File: config.mk
export PLATFORM = sky130hd
export DESIGN_NAME = fetch_prefetch_unit_flat
export DESIGN_NICKNAME = d
export VERILOG_FILES = /design/src/rtl/fetch_prefetch_unit_if.sv /design/src/rtl/fetch_prefetch_unit.sv /design/src/flat_wrapper.sv
export SDC_FILE = /design/constraint.sdc
export NUM_CORES = 1
export LEC_CHECK = 0
export CORE_MARGIN = 10
export CORE_UTILIZATION = 55
export CTS_CLUSTER_SIZE = 12
export DETAILED_ROUTE_END_ITERATION = 8
export GPL_TIMING_DRIVEN = 0
export PLACE_DENSITY = 0.9
export SYNTH_ARGS = -nofsm -noshare
export SYNTH_HDL_FRONTEND = slang
export SYNTH_SLANG_ARGS = --single-unit
export TNS_END_PERCENT = 20
File: constraint.sdc
create_clock -name clk -period 3.3 [get_ports clk]
set_input_delay 0.33 -clock clk [delete_from_list [all_inputs] [get_ports clk]]
set_output_delay 0.33 -clock clk [all_outputs]
set_load 0.02 [all_outputs]
File: src/rtl/fetch_prefetch_unit_if.sv
// Fetch unit bus bundle: redirect input, instruction-memory request/response and IF/ID output.
// The master modport is the fetch unit; slave is its environment.
interface fetch_prefetch_unit_if;
  logic        redirect_valid;
  logic [31:0] redirect_pc;
  logic        imem_req;
  logic [31:0] imem_addr;
  logic        imem_ready;
  logic        imem_rvalid;
  logic [31:0] imem_rdata;
  logic        out_valid;
  logic [31:0] out_pc;
  logic [31:0] out_inst;
  logic        out_ready;

  modport master (
    input  redirect_valid, redirect_pc, imem_ready, imem_rvalid, imem_rdata, out_ready,
    output imem_req, imem_addr, out_valid, out_pc, out_inst
  );

  modport slave (
    output redirect_valid, redirect_pc, imem_ready, imem_rvalid, imem_rdata, out_ready,
    input  imem_req, imem_addr, out_valid, out_pc, out_inst
  );
endinterface

File: src/rtl/fetch_prefetch_unit.sv
// Instruction-fetch front end: owns the PC, issues in-order memory requests under a credit
// limit, buffers {pc, inst} in a small FIFO and discards wrong-path responses after redirects.
module fetch_prefetch_unit #(
  parameter int unsigned DEPTH    = 4,
  parameter logic [31:0] RESET_PC = 32'h0
) (
  input  logic                  clk,
  input  logic                  rst,
  fetch_prefetch_unit_if.master bus
);

  localparam int unsigned AW = $clog2(DEPTH);
  localparam int unsigned CW = AW + 1;

  typedef enum logic {FETCH, DRAIN} state_t;

  state_t        state;
  logic [31:0]   pc;
  logic [31:0]   fifo_pc   [DEPTH];
  logic [31:0]   fifo_inst [DEPTH];
  logic [AW-1:0] rd_ptr;
  logic [AW-1:0] wr_ptr;
  logic [AW-1:0] iss_ptr;
  logic [CW-1:0] count;
  logic [CW-1:0] outstanding;
  logic [CW-1:0] drop_cnt;
  logic [CW:0]   credit_used;
  logic [CW:0]   drop_base;
  logic [CW:0]   drop_sum;
  logic          issue;
  logic          xfer;
  logic          accept;
  logic          pop;

  // Issue credit, response acceptance and the redirect drop tally
  always_comb begin
    credit_used = {1'b0, count} + {1'b0, outstanding};
    issue       = (state == FETCH) && (credit_used < (CW+1)'(DEPTH)) &&
                  !bus.redirect_valid && !rst;
    xfer        = issue && bus.imem_ready;
    accept      = (state == FETCH) && bus.imem_rvalid && (outstanding != '0) &&
                  !bus.redirect_valid && !rst;
    pop         = bus.out_valid && bus.out_ready;
    drop_base   = {1'b0, outstanding} + {1'b0, drop_cnt};
    drop_sum    = drop_base;
    if (bus.imem_rvalid && (drop_base != '0)) begin
      drop_sum = drop_base - (CW+1)'(1);
    end
  end

  assign bus.imem_req  = issue;
  assign bus.imem_addr = pc;
  assign bus.out_valid = (count != '0) && !bus.redirect_valid && !rst;
  assign bus.out_pc    = rst ? 32'h0 : fifo_pc[rd_ptr];
  assign bus.out_inst  = rst ? 32'h0 : fifo_inst[rd_ptr];

  // Each request reserves its slot at issue time, so the pc column doubles as the tag queue
  always_ff @(posedge clk) begin
    if (xfer) begin
      fifo_pc[iss_ptr] <= pc;
    end
    if (accept) begin
      fifo_inst[wr_ptr] <= bus.imem_rdata;
    end
  end

  always_ff @(posedge clk) begin
    if (rst) begin
      state       <= FETCH;
      pc          <= RESET_PC;
      rd_ptr      <= '0;
      wr_ptr      <= '0;
      iss_ptr     <= '0;
      count       <= '0;
      outstanding <= '0;
      drop_cnt    <= '0;
    end else if (bus.redirect_valid) begin
      pc          <= bus.redirect_pc;
      rd_ptr      <= '0;
      wr_ptr      <= '0;
      iss_ptr     <= '0;
      count       <= '0;
      outstanding <= '0;
      drop_cnt    <= CW'(drop_sum);
      state       <= (drop_sum != '0) ? DRAIN : FETCH;
    end else begin
      if (xfer) begin
        pc      <= pc + 32'd4;
        iss_ptr <= iss_ptr + AW'(1);
      end
      if (accept) begin
        wr_ptr <= wr_ptr + AW'(1);
      end
      if (pop) begin
        rd_ptr <= rd_ptr + AW'(1);
      end
      count       <= count + CW'(accept) - CW'(pop);
      outstanding <= outstanding + CW'(xfer) - CW'(accept);
      // Stale responses are swallowed; the last one returns the unit to FETCH
      if ((state == DRAIN) && bus.imem_rvalid && (drop_cnt != '0)) begin
        drop_cnt <= drop_cnt - CW'(1);
        if (drop_cnt == CW'(1)) begin
          state <= FETCH;
        end
      end
    end
  end

endmodule

File: src/flat_wrapper.sv
// flat-port wrapper written by rule: the top's interface ports become plain ports
module fetch_prefetch_unit_flat 
#(
  parameter int unsigned DEPTH    = 4,
  parameter logic [31:0] RESET_PC = 32'h0
)
  (clk, rst, bus_redirect_valid, bus_redirect_pc, bus_imem_ready, bus_imem_rvalid, bus_imem_rdata, bus_out_ready, bus_imem_req, bus_imem_addr, bus_out_valid, bus_out_pc, bus_out_inst);
  fetch_prefetch_unit_if bus_i ();
  input  logic clk;
  input  logic rst;
  input wire logic [$bits(bus_i.redirect_valid)-1:0] bus_redirect_valid;
  input wire logic [$bits(bus_i.redirect_pc)-1:0] bus_redirect_pc;
  input wire logic [$bits(bus_i.imem_ready)-1:0] bus_imem_ready;
  input wire logic [$bits(bus_i.imem_rvalid)-1:0] bus_imem_rvalid;
  input wire logic [$bits(bus_i.imem_rdata)-1:0] bus_imem_rdata;
  input wire logic [$bits(bus_i.out_ready)-1:0] bus_out_ready;
  output wire logic [$bits(bus_i.imem_req)-1:0] bus_imem_req;
  output wire logic [$bits(bus_i.imem_addr)-1:0] bus_imem_addr;
  output wire logic [$bits(bus_i.out_valid)-1:0] bus_out_valid;
  output wire logic [$bits(bus_i.out_pc)-1:0] bus_out_pc;
  output wire logic [$bits(bus_i.out_inst)-1:0] bus_out_inst;
  assign bus_i.redirect_valid = bus_redirect_valid;
  assign bus_i.redirect_pc = bus_redirect_pc;
  assign bus_i.imem_ready = bus_imem_ready;
  assign bus_i.imem_rvalid = bus_imem_rvalid;
  assign bus_i.imem_rdata = bus_imem_rdata;
  assign bus_i.out_ready = bus_out_ready;
  assign bus_imem_req = bus_i.imem_req;
  assign bus_imem_addr = bus_i.imem_addr;
  assign bus_out_valid = bus_i.out_valid;
  assign bus_out_pc = bus_i.out_pc;
  assign bus_out_inst = bus_i.out_inst;
  fetch_prefetch_unit #(.DEPTH(DEPTH), .RESET_PC(RESET_PC)) u_core (.clk(clk), .rst(rst), .bus(bus_i));
endmodule
# [Word level (Yosys, flattened, before mapping)]
# Memories as Yosys holds them, arrays and structs flattened. A register that Yosys moved wholly into a read port is not among the register bits.
# Index checks and enable logic that the tools add are counted.
[totals] mem_bits_ro=0 ramBits=256 inputBits=70 n_memories=2 reg_bits=48 word_cells=70 output_inout_bits=98 latch_bits=0
[op_classes] n_reduce_logical=26 n_div=0 multipliers=0 n_mux=19 shift=0 n_addsub=12 order_cmp=1 eq_ne=1 n_bitwise=1
[memory_table] name="u_core.fifo_inst" depth=4 width=32 read_ports=1 rd_clocked_by_memory_dff=1 write_ports=1 line_no="fetch_prefetch_unit.sv:20" rtl="logic [31:0] fifo_inst [DEPTH];"
[memory_table] name="u_core.fifo_pc" depth=4 width=32 read_ports=1 rd_clocked_by_memory_dff=1 write_ports=1 line_no="fetch_prefetch_unit.sv:19" rtl="logic [31:0] fifo_pc [DEPTH];"
[ops] operator="$mux W32" count=4
[ops] operator="$add A32 B3 Y32 const B" count=1
[ops] operator="$logic_and A1 B1 Y1" count=14
[ops] operator="$reduce_bool A3 Y1" count=3
[ops] operator="$add A3 B3 Y4" count=2
[ops] operator="$mux W1" count=8
[ops] operator="$mux W2" count=4
[ops] operator="$reduce_bool A4 Y1" count=2
[ops] operator="$add A2 B1 Y2 const B" count=3
[ops] operator="$add A3 B1 Y3" count=2
[ops] operator="$mux W3" count=2
[ops] operator="$reduce_bool A2 Y1" count=3
[ops] operator="$sub A3 B1 Y3" count=2
[ops] operator="$lt A4 B3 Y1 const B" count=1
[ops] operator="$mux W4" count=1
[ops] operator="$sub A4 B1 Y4 const B" count=1
[ops] operator="$eq A3 B1 Y1 const B" count=1
[ops] operator="$sub A3 B1 Y3 const B" count=1
[ops] operator="$logic_not A1 Y1" count=2
[ops] operator="$reduce_and A2 Y1" count=1
[ops] operator="$reduce_or A2 Y1" count=1
[ops] operator="$not A1 Y1" count=1

# [Longest topological paths before layout]
[logic_depth] ltp_word=8 ltp_mapped=12 mapped_depth_nobuf=10

# [Least setup slack after synthesis]
# OpenSTA, ideal clock, no wires.
[synth_timing] kind="input port to flip-flop" from="input port bus_redirect_valid" to="register u_core.outstanding[2]" t_required_ns=3.172 path_slack_ns=0.544 n_path_buf=2 setup_time_ns=0.128 stages=12 arrival_time_ns=2.629 path_cell_list="clkbuf_1 or2_2 clkbuf_1 nor4b_2 ha_1 inv_1 ha_1 inv_1 fa_1 xor2_1 xnor2_1 nor2_1"
[synth_via] word_cells_on_any_way=9 cone_classes="add/sub (2); reduce/logical (7)"
[synth_rtl] item="start, declared" line_no="flat_wrapper.sv:11" rtl="input wire logic [$bits(bus_i.redirect_valid)-1:0] bus_redirect_valid;"
[synth_rtl] item="$logic_not A1 Y1" line_no="fetch_prefetch_unit.sv:42" rtl="!bus.redirect_valid && !rst;"
[synth_rtl] item="$logic_and A1 B1 Y1" line_no="fetch_prefetch_unit.sv:41" rtl="accept = (state == FETCH) && bus.imem_rvalid && (outstanding != '0) &&"
[synth_rtl] item="$logic_and A1 B1 Y1" line_no="fetch_prefetch_unit.sv:42"
[synth_rtl] item="named net u_core.accept" line_no="fetch_prefetch_unit.sv:32" rtl="logic accept;"
[synth_rtl] item="$sub A3 B1 Y3" line_no="fetch_prefetch_unit.sv:98" rtl="outstanding <= outstanding + CW'(xfer) - CW'(accept);"
[synth_rtl] item="end signal, assigned" line_no="fetch_prefetch_unit.sv:98"
[synth_rtl] item="end, declared" line_no="fetch_prefetch_unit.sv:25" rtl="logic [CW-1:0] outstanding;"
# The timed path passes the listed nets, and every way through them passes these cells.
# A chain may end at the register's enable or synchronous reset.

# [Final worst setup path]
[layout_timing] from="input port rst" to="output port bus_out_inst[6]"
[layout_via] elab_chain_len=1
[layout_lines] item="start, declared" line_no="flat_wrapper.sv:10" rtl="input logic rst;"
[layout_lines] item="$mux W32" line_no="fetch_prefetch_unit.sv:55" rtl="assign bus.out_inst = rst ? 32'h0 : fifo_inst[rd_ptr];"
[layout_lines] item="end, declared" line_no="flat_wrapper.sv:21" rtl="output wire logic [$bits(bus_i.out_inst)-1:0] bus_out_inst;"
# No other way between the ends.

==> results.md <==
- FF+latch count, synth: 306
- Diode count: 0
- FMAX: 315 MHz
- Layout area overhead: 23.2%
- Period utilization: 0.963
- Worst hold endpoint: u_core.bus.imem_addr[18]
- Endpoints failing setup: 0
- Nets: 1056
- Post-CTS setup buffers: 0
- Root cell of the clock tree: clkbuf_16
- Hpwl dp: 19600 um
- Global-route wire length before repair: 45000 um
- CP Launch Type: input port
- Synthesized area: 12700 um^2
- Filler Cells Inserted: 1408
- Rows: 55
- HP Class: input port to flip-flop
- Final Skew: 0.0219 ns
- Die Y: 172 um
- Core Region: 22600 um^2
- Die width: 172 um
- TritonCTS clock tree: built
- Final RePlAce weighted congestion: 0.842
- Hold_buf cts: 0
- Final Util: 0.689
- Vias per cell: 5.97
- Yosys cell types: 53
- DRT Wirelength: 29800 um
- Non-Filler Instances: 1270
- Initial Util: 0.559
- # Max-Cap Violations: 0
- Via count: 7582
- Die Footprint: 29500 um^2
- FF-to-FF End: u_core.fifo_pc[2][31]
- Worst slack, placed: -0.196 ns
- Port bufs: 166
- Post-synth top flop: edfxtp_1
- Global-route usage over all layers: 0.200
- DR WL/cell: 23.4 um
- Clk sinks: 306
- Reg clk slew, reported paths: 0.06 ns
- PwrDens: 512 nW/um^2
- WS Path Type: input port to primary output
- Peak supply drop: 0.368 mV
- Final antenna-violating net count: 0
- Hold path depth: 3
- Crit-path max FO: 10
- RSZ-0062 raised after global routing: false
- Status: complete, no violations
- Initial antenna violation count: 0
- Crit path DAT: 2.85 ns
- Relative slew slack: 0.383
- Final Hold Vio Count: 0
- Vias in the first global route: 7737
- Fin crit period: 3.18 ns
- Min-delay src: bus_redirect_pc[18]
- Longest Clk Path Bufs: 3
- DRT iter0 DRCs: 717
- Dpl cells: 1216
- Data required, critical path: 2.97 ns
- Slew @ Worst Pin: 0.926 ns
- IO Pins: 168
- Num CTS Buffers: 30
- PnR worst setup slack: 0.123 ns
- Largest net degree at the start of global routing: 33
- Register-to-register setup slack: 0.25 ns
- Ys Warns: 0
- Reg2Reg Depth: 7
- Cells after Synth: 765
- Slew Limit Fails: 0
- Later-pin clock latency in the skew report: 0.55 ns
- Startpoint of the worst register-to-register path: u_core.outstanding[1]
- Seq/Total Area, Yosys: 0.687
- First-pass DRT Iterations: 5
- Layout cells sized above 1: 0.138
- Post-Syn Nets: 860
- Commonest cells after routing, fill and taps aside: 256 x edfxtp_1, 166 x clkdlybuf4s50_1, 66 x nor2b_1
- Mean post-synth cell area: 16.5 um^2
- CP Capture Type: primary output
- CP startpoint: rst
- DRC violations left: 0
- H-tree levels: 1
- Final global-route overflow total: 0
- LEAKAGE: 5.05 nW
- Async SR Flop Fraction: 0
- Commonest non-fill, non-tap cell in the layout: edfxtp_1
- Post-synth EDFFs: 256
-- report_power, final --
part | leakage [nW] | total (mW) | internal, mW | switching [mW]
clock | 0.433 | 3.18 | 1.84 | 1.33
sequential | 2.73 | 4.31 | 4.23 | 0.0808
combinational | 1.89 | 0.499 | 0.237 | 0.262
-- per-layer routing --
layer	vias to the layer above	global-route usage	share of wire
li1	3379	-	-
met1	3834	0.253	0.39
met2	305	0.342	0.52
met3	64	0.0319	0.064
met4	0	0.0737	0.032
met5	-	0	0
-- synth_stat cells (all sizes together), types with 7 or more instances --
cell type    n  area share
a31oi       16      0.0079
mux4        64        0.11
o21ai       14      0.0055
a211oi      11      0.0065
xor2        10      0.0069
nor2        35       0.010
xnor2       11      0.0076
clkbuf      31      0.0092
nand4       14      0.0093
nor4         8      0.0068
a21oi       18      0.0071
nor3         7      0.0032
dfxtp       50       0.079
ha          22       0.022
inv         19      0.0056
and2        11      0.0054
nor2b       66       0.033
buf          9      0.0036
nand2       32      0.0097
edfxtp     256        0.61
nand3        7      0.0028
-- repair_timing --
action                     CTS  global route
gates cloned                 0             0
setup endpoints to repair   60            28
gates resized for setup      4             6
-- worst max-delay path by stage --
stage,to,slack (ns),cells past startpoint
3_3_place_gp,u_core.fifo_inst[0][19],-0.53,5
5_1_grt,bus_out_inst[8],0.01,4
3_5_place_dp,u_core.outstanding[2],-0.20,12
6_report,bus_out_inst[6],0.12,5
4_1_cts,bus_out_inst[28],0.008,4
2_1_floorplan,u_core.outstanding[2],0.54,12
-- logic make-up (layout without fill, tap and decap cells) --
logic type,count (synthesis),in the layout,share of synthesized area
buf+inv,60,280,0.0187
fa+ha+maj,25,25,0.0265
mux,68,68,0.117
simple gates,207,207,0.0969
xor+xnor,21,21,0.0145
compound gates,78,78,0.0396
flops,306,306,0.687
-- through the flow --
step / power (mW) / TNS (ns) / cell area (um^2) / hold WS [ns]
after detailed placement: 4.88 / -3.60 / 14700 / 0.493
final: 7.99 / 0 / 15600 / 0.368
after global placement: 4.87 / -114.46 / 14700 / 0.484
after floorplan: 4.59 / 0 / 12700 / 0.429
after global routing: 8.21 / 0 / 15600 / 0.385
after CTS: 8.01 / 0 / 15600 / 0.363
-- worst max-delay path, cell delays in order --
cell and delay [ns]:
clkdlybuf4s50_1 0.55, clkbuf_1 0.68, clkbuf_1 0.54, nor2b_1 0.16
clkdlybuf4s50_1 0.58
-- registers in the layout (all words and copies together) (netlist names), named ones only --
name,cells
u_core.bus.imem_addr,32
u_core.count,3
u_core.drop_cnt,3
u_core.fifo_inst,128
u_core.fifo_pc,128
u_core.iss_ptr,2
u_core.outstanding,3
u_core.rd_ptr,2
u_core.state,1
u_core.wr_ptr,2
-- layout make-up --
type / count / area [um^2] / share of cell area
Buffer: 38 / 161 / 0.0104
Clock inverter: 2 / 35.0 / 0.00225
Clock buffer: 54 / 872 / 0.0559
Sequential cell: 306 / 8690 / 0.557
Timing Repair Buffer: 166 / 1660 / 0.107
Tap cell: 285 / 357 / 0.0229
Multi-Input combinational cell: 399 / 3740 / 0.240
Inverter: 20 / 75.1 / 0.00482
Note: power is estimated with default switching activity, not from simulation.
